==> src/rtl/jpc_config.v <==
// Global widths shared by the jpc core blocks.
`ifndef JPC_CONFIG_V
`define JPC_CONFIG_V
`define JPC_ADDRESS_WIDTH 32
`define JPC_INST_WIDTH 32
`endif

==> src/rtl/jpc_pkg.sv <==
// Shared types for the jpc fetch path: FSM state encoding and buffer entry.
`include "jpc_config.v"

package jpc_pkg;
  localparam int AW = `JPC_ADDRESS_WIDTH;
  localparam int IW = `JPC_INST_WIDTH;

  typedef enum logic [1:0] {
    ST_IDLE = 2'd0,
    ST_WAIT = 2'd1,
    ST_DROP = 2'd2
  } fetch_state_e;

  typedef struct packed {
    logic [AW-1:0] pc;
    logic [IW-1:0] inst;
  } fetch_entry_t;
endpackage

==> src/rtl/jpc_fetch_if.sv <==
// Instruction-memory request/response bus between fetch (master) and memory (slave).
interface jpc_fetch_if;
  logic                     imem_req_O;
  logic [jpc_pkg::AW-1:0]   imem_addr_O;
  logic                     imem_gnt_I;
  logic                     imem_rvalid_I;
  logic [jpc_pkg::IW-1:0]   imem_rdata_I;

  modport master (
    output imem_req_O, imem_addr_O,
    input  imem_gnt_I, imem_rvalid_I, imem_rdata_I
  );

  modport slave (
    input  imem_req_O, imem_addr_O,
    output imem_gnt_I, imem_rvalid_I, imem_rdata_I
  );
endinterface

==> src/rtl/jpc_fetch_fifo.sv <==
// Synchronous instruction buffer: push/pop/flush with occupancy count.
// Flush wins over a same-cycle push or pop.
module jpc_fetch_fifo
  import jpc_pkg::*;
#(
  parameter  int DEPTH = 2,
  localparam int PW    = $clog2(DEPTH),
  localparam int CW    = PW + 1
) (
  input  logic         clk,
  input  logic         rst,
  input  logic         push_i,
  input  fetch_entry_t data_i,
  input  logic         pop_i,
  input  logic         flush_i,
  output fetch_entry_t data_o,
  output logic [CW-1:0] count_o
);
  fetch_entry_t  mem_q [DEPTH];
  fetch_entry_t  mem_d [DEPTH];
  logic [PW-1:0] wptr_q, wptr_d, rptr_q, rptr_d;
  logic [CW-1:0] cnt_q, cnt_d;

  always_comb begin
    mem_d  = mem_q;
    wptr_d = wptr_q;
    rptr_d = rptr_q;
    cnt_d  = cnt_q;
    if (flush_i) begin
      wptr_d = '0;
      rptr_d = '0;
      cnt_d  = '0;
    end else begin
      if (push_i) begin
        mem_d[wptr_q] = data_i;
        wptr_d        = wptr_q + 1'b1;
      end
      if (pop_i) rptr_d = rptr_q + 1'b1;
      cnt_d = cnt_q + CW'(push_i) - CW'(pop_i);
    end
  end

  always_ff @(posedge clk) begin
    mem_q <= mem_d;
    if (rst) begin
      wptr_q <= '0;
      rptr_q <= '0;
      cnt_q  <= '0;
    end else begin
      wptr_q <= wptr_d;
      rptr_q <= rptr_d;
      cnt_q  <= cnt_d;
    end
  end

  assign data_o  = mem_q[rptr_q];
  assign count_o = cnt_q;
endmodule

==> src/rtl/jpc_fetch.sv <==
// Instruction fetch: one outstanding imem request, redirect/drop handling, decode buffer.
// Optional misaligned-PC fault when JPC_FETCH_ALIGN_CHECK_EN is defined.
`include "jpc_config.v"

module jpc_fetch
  import jpc_pkg::*;
#(
  parameter int FIFO_DEPTH = 2
) (
  input  logic                          clk,
  input  logic                          rst,
  input  logic [`JPC_ADDRESS_WIDTH-1:0] pc_I,
  output logic                          pc_en_O,
  output logic [`JPC_ADDRESS_WIDTH-1:0] next_pc_O,
  input  logic                          redirect_I,
  input  logic [`JPC_ADDRESS_WIDTH-1:0] redirect_pc_I,
  jpc_fetch_if.master                   imem,
  output logic                          inst_valid_O,
  output logic [`JPC_INST_WIDTH-1:0]    inst_O,
  output logic [`JPC_ADDRESS_WIDTH-1:0] inst_pc_O,
  input  logic                          dec_ready_I,
  output logic                          fault_O
);
  localparam int CW = $clog2(FIFO_DEPTH) + 1;

  fetch_state_e  state_q, state_d;
  logic [AW-1:0] req_pc_q, req_pc_d;
  logic [CW-1:0] count;
  fetch_entry_t  head, push_data;
  logic          misalign, req, gnt, push, pop;

`ifdef JPC_FETCH_ALIGN_CHECK_EN
  logic fault_q, fault_d;

  assign misalign = (pc_I[1:0] != 2'b00);

  // Sticky until a redirect supplies a new (hopefully aligned) PC.
  always_comb begin
    fault_d = fault_q;
    if (redirect_I)                              fault_d = 1'b0;
    else if (state_q == ST_IDLE && misalign)     fault_d = 1'b1;
  end

  always_ff @(posedge clk) begin
    if (rst) fault_q <= 1'b0;
    else     fault_q <= fault_d;
  end

  assign fault_O = fault_q;
`else
  assign misalign = 1'b0;
  assign fault_O  = 1'b0;
`endif

  always_comb begin
    req = !rst && (state_q == ST_IDLE) && !redirect_I && !fault_O && !misalign &&
          (count < CW'(FIFO_DEPTH));
    gnt  = req && imem.imem_gnt_I;
    push = (state_q == ST_WAIT) && imem.imem_rvalid_I && !redirect_I;
    pop  = inst_valid_O && dec_ready_I;

    state_d  = state_q;
    req_pc_d = req_pc_q;
    case (state_q)
      ST_IDLE: if (gnt) begin
        state_d  = ST_WAIT;
        req_pc_d = pc_I;
      end
      // A response that lands with a redirect is stale; just return to idle.
      ST_WAIT: if (imem.imem_rvalid_I) state_d = ST_IDLE;
               else if (redirect_I)    state_d = ST_DROP;
      ST_DROP: if (imem.imem_rvalid_I) state_d = ST_IDLE;
      default: state_d = ST_IDLE;
    endcase
  end

  always_ff @(posedge clk) begin
    if (rst) begin
      state_q  <= ST_IDLE;
      req_pc_q <= '0;
    end else begin
      state_q  <= state_d;
      req_pc_q <= req_pc_d;
    end
  end

  assign push_data = '{pc: req_pc_q, inst: imem.imem_rdata_I};

  jpc_fetch_fifo #(.DEPTH(FIFO_DEPTH)) u_fifo (
    .clk     (clk),
    .rst     (rst),
    .push_i  (push),
    .data_i  (push_data),
    .pop_i   (pop),
    .flush_i (redirect_I),
    .data_o  (head),
    .count_o (count)
  );

  assign imem.imem_req_O  = req;
  assign imem.imem_addr_O = pc_I;
  assign pc_en_O          = !rst && (redirect_I || gnt);
  assign next_pc_O        = redirect_I ? redirect_pc_I : pc_I + AW'(4);
  assign inst_valid_O     = (count != '0);
  assign inst_O           = head.inst;
  assign inst_pc_O        = head.pc;
endmodule

==> src/flat_wrapper.sv <==
// flat-port wrapper written by rule: the top's interface ports become plain ports
module jpc_fetch_flat import jpc_pkg::*;
#(
  parameter int FIFO_DEPTH = 2
)
  (clk, rst, pc_I, pc_en_O, next_pc_O, redirect_I, redirect_pc_I, inst_valid_O, inst_O, inst_pc_O, dec_ready_I, fault_O, imem_imem_req_O, imem_imem_addr_O, imem_imem_gnt_I, imem_imem_rvalid_I, imem_imem_rdata_I);
  jpc_fetch_if imem_i ();
  input  logic clk;
  input  logic rst;
  input  logic [`JPC_ADDRESS_WIDTH-1:0] pc_I;
  output logic pc_en_O;
  output logic [`JPC_ADDRESS_WIDTH-1:0] next_pc_O;
  input  logic redirect_I;
  input  logic [`JPC_ADDRESS_WIDTH-1:0] redirect_pc_I;
  output logic inst_valid_O;
  output logic [`JPC_INST_WIDTH-1:0] inst_O;
  output logic [`JPC_ADDRESS_WIDTH-1:0] inst_pc_O;
  input  logic dec_ready_I;
  output logic fault_O;
  output wire logic [$bits(imem_i.imem_req_O)-1:0] imem_imem_req_O;
  output wire logic [$bits(imem_i.imem_addr_O)-1:0] imem_imem_addr_O;
  input wire logic [$bits(imem_i.imem_gnt_I)-1:0] imem_imem_gnt_I;
  input wire logic [$bits(imem_i.imem_rvalid_I)-1:0] imem_imem_rvalid_I;
  input wire logic [$bits(imem_i.imem_rdata_I)-1:0] imem_imem_rdata_I;
  assign imem_imem_req_O = imem_i.imem_req_O;
  assign imem_imem_addr_O = imem_i.imem_addr_O;
  assign imem_i.imem_gnt_I = imem_imem_gnt_I;
  assign imem_i.imem_rvalid_I = imem_imem_rvalid_I;
  assign imem_i.imem_rdata_I = imem_imem_rdata_I;
  jpc_fetch #(.FIFO_DEPTH(FIFO_DEPTH)) u_core (.clk(clk), .rst(rst), .pc_I(pc_I), .pc_en_O(pc_en_O), .next_pc_O(next_pc_O), .redirect_I(redirect_I), .redirect_pc_I(redirect_pc_I), .imem(imem_i), .inst_valid_O(inst_valid_O), .inst_O(inst_O), .inst_pc_O(inst_pc_O), .dec_ready_I(dec_ready_I), .fault_O(fault_O));
endmodule
==> config.mk <==
export PLATFORM = sky130hd
export DESIGN_NAME = jpc_fetch_flat
export DESIGN_NICKNAME = d
export VERILOG_FILES = /design/src/rtl/jpc_pkg.sv /design/src/rtl/jpc_fetch_if.sv /design/src/rtl/jpc_fetch_fifo.sv /design/src/rtl/jpc_fetch.sv /design/src/flat_wrapper.sv
export VERILOG_INCLUDE_DIRS = /design/src /design/src/rtl
export SDC_FILE = /design/constraint.sdc
export NUM_CORES = 1
export LEC_CHECK = 0
export BUFFER_PORTS_ARGS = -buffer_cell sky130_fd_sc_hd__buf_4
export CORE_MARGIN = 8
export CORE_UTILIZATION = 40
export CTS_BUF_LIST = sky130_fd_sc_hd__clkbuf_16
export DETAILED_ROUTE_END_ITERATION = 8
export GPL_TIMING_DRIVEN = 1
export PLACE_DENSITY = 0.73
export REMOVE_ABC_BUFFERS = 1
export SETUP_SLACK_MARGIN = 0.15
export SLEW_MARGIN = 25
export SYNTH_ARGS = -nofsm -noshare
export SYNTH_HDL_FRONTEND = slang
export SYNTH_SLANG_ARGS = --single-unit
==> constraint.sdc <==
create_clock -name clk -period 10.5 [get_ports clk]
set_input_delay 0.525 -clock clk [delete_from_list [all_inputs] [get_ports clk]]
set_output_delay 0.525 -clock clk [all_outputs]
set_load 0.1 [all_outputs]
# After elaboration in Yosys (flattened, before gate mapping)
# Index checks and enable logic that the tools add are counted.
# op_classes
n_reduce_logical	18
add_sub_neg	5
n_mux	12
n_lt_le_gt_ge	4
bitwise	3
eq_ne	5
# ops
operator	count
64-bit two-way mux	4
128-bit bitwise mux	1
64-bit demux with 1-bit select	1
32-bit by 3-bit adder with 32-bit output, second input constant	1
32-bit two-way mux	1
1-bit logical AND	9
2-bit two-way mux	4
2-bit one-hot mux with 3 select lines	1
2-bit >= comparator, second input constant	2
1-bit NOT with 2-bit output	2
2-bit AND reduction	2
3-bit != test, second input constant	1
3-bit AND reduction	1
1-bit adder, second input constant	2
2-bit by 1-bit adder with 2-bit output	1
2-bit by 1-bit equality test with 1-bit output, second input constant	1
2-bit equality test, second input constant	1
1-bit zero test	2
2-bit zero test	1
2-bit by 1-bit less-than comparator with 1-bit output, second input constant	1
2-bit less-than comparator, second input constant	1
2-bit by 1-bit != test with 1-bit output, second input constant	1
2-bit != test, second input constant	1
2-bit nonzero test	1
4 further kinds	4
# word_totals
output_inout_bits	132
regBits	166

# Longest topological paths before layout
# Gate-level depths: netlist of run 1.
# depth
word_depth	7
ltp_mapped	8
depth_no_buf	8

# By module
# Synthesis of run 1 repeated with hierarchy kept, for this count alone.
# unflattened
cells_unflattened	565
area_unflattened_um2	7444.6
# by_module_without_submodules
module	cells_each	seq_area_each_um2	n_inst	area_per_inst_um2
jpc_fetch_fifo	216	3923.8	1	5037.3
jpc_fetch	349	680.7	1	2407.3

# Worst setup path before layout of run 1
# Ideal clock, no wire load.
# synth_timing
kind	input-to-reg
startpoint	input imem_imem_rvalid_I
endpoint	register u_core.u_fifo.mem_q[100] (netlist bit), enable pin
setup_slack_ns	6.273
t_arrival_ns	3.741
setup_time_ns	0.486
cell_stages	3
path_cell_list	nor4bb_1 inv_1 nor2_1
# synth_via
elab_chain_cells	3
# synth_rtl
item	line_no	text
from (decl)	flat_wrapper.sv:23	input wire logic [$bits(imem_i.imem_rvalid_I)-1:0] imem_imem_rvalid_I;
1-bit logical AND (2 in series)	jpc_fetch.sv:59	push = (state_q == ST_WAIT) && imem.imem_rvalid_I && !redirect_I;
2-bit AND reduction (no source line)	-	
to (signal assigned)	jpc_fetch_fifo.sv:44	mem_q <= mem_d;
to (decl)	jpc_fetch_fifo.sv:19	fetch_entry_t mem_q [DEPTH];
# No other way between the ends.
# A chain may end at the register's enable or synchronous reset.

# Worst setup path in the final report of run 1
# layout_timing
startpoint	input pc_I[2]
endpoint	output next_pc_O[22]
# layout_via
elab_chain_cells	2
# layout_rtl
item	line_no	text
from (decl)	flat_wrapper.sv:10	input logic [`JPC_ADDRESS_WIDTH-1:0] pc_I;
32-bit by 3-bit adder with 32-bit output	jpc_fetch.sv:103	assign next_pc_O = redirect_I ? redirect_pc_I : pc_I + AW'(4);
32-bit two-way mux	jpc_fetch.sv:103	
to (decl)	flat_wrapper.sv:12	output logic [`JPC_ADDRESS_WIDTH-1:0] next_pc_O;
# No other way between the ends.

==> results of run 1 <==
## state kept, by name (all words and copies together), names as in the netlist
name,cells
u_core.u_fifo.wptr_q,1
u_core.req_pc_q,32
u_core.u_fifo.count_o,2
u_core.u_fifo.rptr_q,1
u_core.state_q,2
u_core.u_fifo.mem_q,128
## layer usage
layer	global-route usage	vias up	wire, um	part of all wire
met5	0	-	0	0
met4	0.0510	0	282	0.015
met3	0.0526	18	1350	0.074
met2	0.269	161	9040	0.49
met1	0.188	2362	7620	0.42
li1	-	2456	-	-
## through the flow
| step | worst slack (ns) | cell area [um2] |
|---|---|---|
| 6_report | 7.30 | 9460 |
| 5_1_grt | 7.14 | 9460 |
| 4_1_cts | 7.30 | 9460 |
| 3_5_place_dp | 7.26 | 8910 |
| 3_3_place_gp | 7.32 | 8910 |
| 2_1_floorplan | 6.27 | 6850 |
## final cells by class
type / count / area [um2] / area share
multi-input cells: 335 / 2230 / 0.236
clock buffers: 18 / 450 / 0.0476
flip-flops and latches: 166 / 4610 / 0.487
diodes: 1 / 2.50 / 0.000264
well taps: 229 / 287 / 0.0303
repair buffers: 234 / 1760 / 0.186
inverters: 8 / 30.0 / 0.00317
clock inverters: 14 / 95.1 / 0.0101
## path summary, 6_finish.rpt
kind              depth (start not counted)                        to  slack [ns]                start
setup / recovery                          7             next_pc_O[22]        7.30              pc_I[2]
hold / removal                            2         u_core.state_q[1]        0.29   imem_imem_rvalid_I
setup reg to reg                          4  u_core.u_fifo.mem_q[104]        7.77    u_core.state_q[0]
hold reg to reg                           0  u_core.u_fifo.mem_q[110]        0.45  u_core.req_pc_q[14]
## cells in the final DEF (no fill, tap or decap), types with 2 or more instances in the layout
| master | count |
|---|---|
| and2_1 | 5 |
| and4_1 | 3 |
| inv_1 | 8 |
| o211ai_1 | 3 |
| buf_4 | 234 |
| clkinv_1 | 2 |
| o31ai_1 | 12 |
| a31oi_1 | 14 |
| inv_6 | 4 |
| clkbuf_16 | 18 |
| nand3_2 | 2 |
| inv_4 | 3 |
| nand4_1 | 5 |
| nand2_1 | 89 |
| nor2_1 | 16 |
| nor3b_1 | 2 |
| or4_4 | 2 |
| clkinv_2 | 2 |
| xnor2_1 | 9 |
| a21oi_1 | 33 |
| nand3_1 | 13 |
| ha_1 | 3 |
| dfxtp_1 | 37 |
| nor3_1 | 7 |
| or4_1 | 15 |
| xor2_1 | 6 |
| mux2_2 | 68 |
| and3_1 | 4 |
| o21ai_0 | 14 |
| edfxtp_1 | 128 |
## where the power goes
group          switching, mW  internal, mW
Combinational          0.194        0.0618
Sequential           0.00349         0.711
Clock                  0.257         0.319
## cells by family (layout without fill, tap and decap cells)
| group | Yosys count | count (layout) | synth area share |
|---|---|---|---|
| buf+inv | 72 | 274 | 0.0561 |
| fa+ha+maj | 3 | 3 | 0.00519 |
| xor+xnor | 15 | 15 | 0.0182 |
| other cells | 1 | 2 | 0.000519 |
| simple gates | 171 | 171 | 0.116 |
| flops | 166 | 166 | 0.637 |
| compound gates | 77 | 77 | 0.0613 |
| mux | 68 | 68 | 0.106 |
==> metrics, run 1 <==
Fmax 313 MHz; Worst Path Required 9.98 ns; Leak 3.44 nW; path type of the worst setup path in -> out; CP most frequent cell buf_4; flops & latches, synth 166; power density cells 163 mW/mm2; synthesis-to-finish area growth 30.9%; clk buf depth 2; Filler cells between 1500 and 2000; CTS Buf Count 17; worst-margin pin slew 0.955 ns; post_cts resized 0; initial antenna violation count 1; DRT antenna net count 0; top_reg_cell synth edfxtp_1; Die ar. 0.0226 mm2; Slew headroom 0.364; Final Util 0.530; max-slew violations 0; VDD IR max around 0.12 mV; cell with the most instances after synthesis edfxtp_1; critical path arrival 2.67 ns; global-route wire length before repair ~28 mm; Clock Sinks 166; hold_buf cts 0; worst path cell trace buf_4 > ha_1 > and4_2 > nand3_1 > or4_1 > a31oi_1 > buf_4; Post-synth EDFFs 128; GRT overflow 0; maxcap violations 0; Yosys cell types 36; Min Hold Slack 0.286 ns; Die X 150 um; mean number of vias per cell 4.97; I/O Pins roughly 230; Port Buf Inserts 232; CP max-delay cell or4_1; period utilization 0.305; YS warnings 0; CP delay by family, top simple AND/OR/NAND/NOR gates; CP Capture Type output pin; Root Buffer clkbuf_16; sequential element share of the synthesized area 0.637; first-pass detailed-route iteration total 4; Core ar. 0.0178 mm2; detailed-route via count 4997; Hold/Removal Path Class in -> reg; Worst Path Buf+Inv 2; gpl congestion 0.771; largest stage delay on the critical path roughly 0.60 ns; Worst Path Max Fanout 11; post-DR wirelength/cell between 15 and 20 um; H-tree levels 4; Clk Latency, worst-skew pair 0.41 ns; Setup crit start kind input port; Hold Violations, Final 0; Fin Setup TNS 0 ns; clk_skew 0.00877 ns; Final nets 867; async set-or-reset flop fraction in the synthesized netlist 0; Layout Cells excl Fill approximately 1000; vias in the first global route between 5000 and 6000; synthesized area 0.00723 mm2; Synth Instances 573; cell taking the most area after synthesis edfxtp_1; largest net degree at the start of global routing 66; outcome complete, no violations; TritonCTS clock tree built; DRC Markers 0; FP Rows 49; min Tclk post-route about 3.2 ns; postcts setup bufs 0; total power draw between 1.5 and 2 mW; RSZ-0062 raised after global routing no; top cells by count, synth edfxtp_1 (128), nand2_1 (89), mux2_2 (68), dfxtp_1 (38); initial drt markers 196; Clock Pin Slew Worst Setup and Hold Paths about 0.07 ns; syn_area_per_cell 12.6 um2; proportion of layout cells with a drive suffix above 1 0.443; gr usage total 0.159; placed cell count 972; leading post-synthesis cells by cell area edfxtp_1 (53%), mux2_2 (11%), dfxtp_1 (11%), nand2_1 (4.6%), buf_4 (3.4%); Total Wirelength between 15 and 20 mm; Starting Density 0.405; Die Ht about 150 um; share of the synthesized area in the top cell type 0.532; final setup vio count 0; hpwl dp 12.5 mm
Power figures use the tool's default switching activity.
==> inputs of run 2 (changes only) <==
==> constraint.sdc (replaced) <==
create_clock -name clk -period 3.4 [get_ports clk]
set_input_delay 0.17 -clock clk [delete_from_list [all_inputs] [get_ports clk]]
set_output_delay 0.17 -clock clk [all_outputs]
set_load 0.1 [all_outputs]
==> run 2 against run 1 <==
Compared with the run above: clock power rose to 3.1 times the previous value; combinational power rose to 3.2 times the previous value; via count rose by 3.7%; non-clock buffer count rose by 36; first-iteration DRC count fell by 3.6%.
==> metrics, run 2 (same netlist as run 1, synthesis figures left out) <==
outcome complete, no violations; initial drt markers 189; global-route wire length before repair 28.7 mm; GRT overflow 0; I/O Pins 234; RSZ-0062 raised after global routing no; Die X 150 um; max-slew violations 0; DRT antenna net count 0; worst-margin pin slew 1.02 ns; largest net degree at the start of global routing 66; first-pass detailed-route iteration total 4; initial antenna violation count 0; DRC Markers 0; most frequent cells in the layout buf_4 (235), edfxtp_1 (128), nand2_1 (89); Die Ht 150 um; path type of the worst setup path in -> out; proportion of layout cells with a drive suffix above 1 0.423; routing usage on met3 0.0604; maxcap violations 0; clk_skew 0.0120 ns; H-tree levels 4; hpwl dp 12.7 mm; gpl congestion 0.838; post_cts resized 0; Core ar. 0.0178 mm2; CP Capture Type output pin; met2 Use GR 0.283; clk buf depth 2; synthesis-to-finish area growth 36.4%; Hold Violations, Final 0; power density cells 491 mW/mm2; diode count 0; Worst Path Max Fanout 11; grt peak-use layer met2; R2R Path Start u_core.state_q[0]; register area 0.00461 mm2; postcts setup bufs 0; Leak ~3.6 nW; final setup vio count 0; VDD IR max roughly 0.35 mV; mean number of vias per cell ~5.0; Critical path origin pc_I[2]; Worst Path Required 3.23 ns; Largest regs u_core.u_fifo.mem_q: 128 flops, u_core.req_pc_q: 32 flops; Layout Cells excl Fill approximately 1000; largest reg by FF count u_core.u_fifo.mem_q; FP Rows 49; TritonCTS clock tree built; period utilization 0.731; met1 GRT Util 0.191; CTS Buf Count 17; Starting Density 0.405; Fmax roughly 400 MHz; post-DR wirelength/cell 18.0 um; multi-input logic area 0.00223 mm2; Die ar. 0.0226 mm2; Final nets 903; Root Buffer clkbuf_16; most common cell after layout, fill and taps aside buf_4; Fin Setup TNS 0 ns; Port Buf Inserts 232; gr usage total 0.165; critical path arrival 2.31 ns; min Tclk post-route 2.48 ns; Clk Latency, worst-skew pair 0.42 ns; detailed-route via count 5183; Clock Sinks about 170; Slew headroom 0.319; vias in the first global route 5371; Filler cells 1557; max reg flops 128; Clock Pin Slew Worst Setup and Hold Paths 0.06 ns; Hold/Removal Path Class in -> reg; hold_buf cts 33; Setup crit start kind input port; worst hold start pc_I[0]; placed cell count 975; Total Wirelength 18.7 mm
## run 2: cell types whose count changed in the layout (fill, tap and decap cells not counted), moves of 2 or more
cell and change:
inv_1 +4, buf_12 +2, inv_6 -3, clkinvlp_4 +2, inv_4 -2, dlygate4sd3_1 +33
## run 2: per-stage QoR
step | utilization | hold slack (ns) | total power, mW | cell area [um2] | setup slack, ns
after detailed placement | 0.502 | 0.358 | 3.05 | 8960 | 0.932
after global routing | 0.552 | 0.0149 | 5.02 | 9850 | 0.788
after CTS | 0.552 | 0.000981 | 4.89 | 9850 | 0.928
after floorplan | - | 0.239 | 2.63 | 6850 | -0.620
after global placement | 0.502 | 0.355 | 3.04 | 8960 | 0.966
final | 0.552 | 0.0290 | 4.84 | 9850 | 0.915
## run 2: layout make-up
class | instances | share of cell area
Multi-Input combinational cell | 335 | 0.227
Clock inverter | 14 | 0.0114
Clock buffer | 18 | 0.0457
Sequential cell | 166 | 0.468
Timing Repair Buffer | 270 | 0.217
Inverter | 8 | 0.00305
Tap cell | 229 | 0.0291
## run 2: worst max-delay path, cell delays in order
cell     delay (ns)
buf_4          0.11
ha_1           0.19
and4_2         0.39
nand3_1        0.34
or4_1          0.60
a31oi_1        0.18
buf_4          0.31
## run 2: final timing paths
check                                               end  slack (ns)  cells past startpoint
worst max-delay path                      next_pc_O[22]        0.92                      7
worst min-delay path                 u_core.req_pc_q[0]        0.03                      3
worst max register to register  u_core.u_fifo.mem_q[91]        1.20                      4
worst min register to register  u_core.u_fifo.mem_q[48]        0.45                      0
## run 2: routing by layer
metal / part of all wire / wire length, um
met1: 0.41 / 7620
met2: 0.51 / 9470
met3: 0.078 / 1470
met4: 0.0092 / 172
met5: 0 / 0
## run 2: power breakdown
group	total, mW	switching, mW	internal [mW]
logic	0.824	0.606	0.218
registers	2.21	0.0108	2.20
clock network	1.81	0.763	1.05
==> inputs of run 3 (changes only) <==
--- a/config.mk
+++ b/config.mk
@@ -12,7 +12,7 @@
 export CTS_BUF_LIST = sky130_fd_sc_hd__clkbuf_16
 export DETAILED_ROUTE_END_ITERATION = 8
 export GPL_TIMING_DRIVEN = 1
-export PLACE_DENSITY = 0.73
+export PLACE_DENSITY = 0.76
 export REMOVE_ABC_BUFFERS = 1
 export SETUP_SLACK_MARGIN = 0.15
 export SLEW_MARGIN = 25
==> constraint.sdc (replaced) <==
create_clock -name clk -period 2.13 [get_ports clk]
set_input_delay 0.1065 -clock clk [delete_from_list [all_inputs] [get_ports clk]]
set_output_delay 0.1065 -clock clk [all_outputs]
set_load 0.1 [all_outputs]
==> run 3 against run 2 <==
Compared with the run above: cell count grew 5.9%; sequential power grew 59%; register-to-register slack worse by 0.92 ns; core utilization up 4.0 points; worst hold slack better by 0.0027 ns; clock skew decreased by 0.0048 ns; final area grew 7.2%; non-clock buffer count increased by 60; count of clock-buffer cells in the layout fell by 1; largest cell class unchanged.
==> metrics, run 3 (same netlist as run 1, synthesis figures left out) <==
outcome complete, no violations; Core ar. around 0.018 mm2; max reg flops 128; Setup crit start kind input port; Filler cells 1437; min Tclk post-route 1.94 ns; internal power ~5.7 mW; DRT antenna net count 0; Hold Violations, Final 0; Clk Latency, worst-skew pair 0.41 ns; Die X roughly 150 um; Hold/Removal Path Class in -> reg; placed cell count between 1000 and 1500; Starting Density 0.405; R2R setup slack 0.28 ns; TritonCTS clock tree built; most common cell after layout, fill and taps aside buf_4; gr usage total 0.178; most frequent cells in the layout buf_4 (246), edfxtp_1 (128), nand2_1 (88); Die Ht 150 um; I/O Pins 234; Clk pwr share 0.376; first-pass detailed-route iteration total 5; vias in the first global route approximately 5700; largest net degree at the start of global routing 48; Fin Setup TNS 0 ns; design area around 0.011 mm2; CP max-delay cell or4_1; area of placed instances 0.00922 mm2; Leak 3.92 nW; detailed-route via count 5485; diode count 0; CTS Buf Count 17; max-slew violations 0; FP Rows 49; H-tree levels 4; clk buf depth 2; path type of the worst setup path in -> out; GRT overflow 0; largest reg by FF count u_core.u_fifo.mem_q; synthesis-to-finish area growth 46.1%; DRC Markers 0; Final nets 964; hpwl dp 13.9 mm; Switching Share 0.286; Worst Path Max Fanout 11; combinational share of power 0.179; maxcap violations 0; worst path cell trace buf_8 > ha_1 > and4_4 > nand3_2 > buf_12 > or4_1 > a31oi_2 > buf_6; largest stage delay on the critical path 0.52 ns; Total Wirelength just over 20 mm; initial drt markers 260; mean number of vias per cell 4.98; CP Capture Type output pin; Die ar. 0.0226 mm2; Fmax 515 MHz; Psw approximately 2.3 mW; VDD IR max about 0.53 mV; final setup vio count 0; period utilization 0.912; proportion of layout cells with a drive suffix above 1 0.445; Clock Sinks 166; Layout Cells excl Fill roughly 1100; multi-input logic area 0.00228 mm2; Clock Pin Slew Worst Setup and Hold Paths 0.06 ns; worst setup margin 0.187 ns; register area 0.00461 mm2; gpl congestion a little under 0.8; Port Buf Inserts 232; Root Buffer clkbuf_16; critical path arrival between 1.5 and 2 ns; Largest regs u_core.u_fifo.mem_q: 128 flops, u_core.req_pc_q: 32 flops; Flop pwr share 0.445; initial antenna violation count 0; clk_skew just over 0.007 ns; post-DR wirelength/cell 18.5 um; power density cells 750 mW/mm2; global-route wire length before repair 31.1 mm; Worst Path Required ~2.0 ns; RSZ-0062 raised after global routing yes; DP Worst Slack around 0.013 ns
==> run 3: repair_timing <==
action,in CTS,in global routing
pin swaps,9,8
endpoints found under the setup margin,25,15
hold buffers,57,0
buffers inserted,1,5
cloned,1,0
gates resized for setup,17,17
endpoints found under the hold margin,88,0
==> run 3: power groups by stage <==
stage | combinational (mW) | sequential (mW) | clock, mW
5_1_grt | 1.48 | 3.52 | 3.19
3_5_place_dp | 1.29 | 3.59 | 0
2_1_floorplan | 0.610 | 3.59 | 0
6_report | 1.42 | 3.52 | 2.98
4_1_cts | 1.41 | 3.52 | 3.06
3_3_place_gp | 1.29 | 3.59 | 0
==> run 3: worst max-delay path, delay by kind of cell <==
| family | cells | cell delay, ns |
|---|---|---|
| simple gates | 3 | 0.87 |
| buf+inv | 3 | 0.50 |
| compound gates | 1 | 0.19 |
| fa+ha+maj | 1 | 0.17 |
==> run 3: path summary, 6_finish.rpt <==
check | start | end | depth (start not counted)
min reg2reg | u_core.req_pc_q[19] | u_core.u_fifo.mem_q[51] | 0
min | pc_I[19] | u_core.req_pc_q[19] | 3
max reg2reg | u_core.state_q[0] | u_core.u_fifo.count_o[1] | 8
max | pc_I[2] | next_pc_O[20] | 8
==> run 3: through the flow <==
stage          utilization  total power [mW]  hold WS [ns]
2_1_floorplan            -              4.20         0.176
3_3_place_gp         0.517              4.88         0.290
3_5_place_dp         0.517              4.89         0.295
4_1_cts              0.586              7.99       0.00623
5_1_grt              0.592              8.19        0.0444
6_report             0.592              7.92        0.0317
==> run 3: area by class of cell <==
type	instances	share of cell area
repair buffers	330	0.263
clock inverters	15	0.0145
clock buffers	17	0.0403
inverters	8	0.00284
multi-input cells	336	0.216
flip-flops and latches	166	0.436
well taps	229	0.0271
==> run 3: layer usage <==
metal  wire (um)  vias to the layer above  track usage
li1            -                     2657            -
met1        8090                     2611        0.206
met2       10300                      190        0.304
met3        1560                       27       0.0544
met4         391                        0       0.0665
met5           0                        -            0
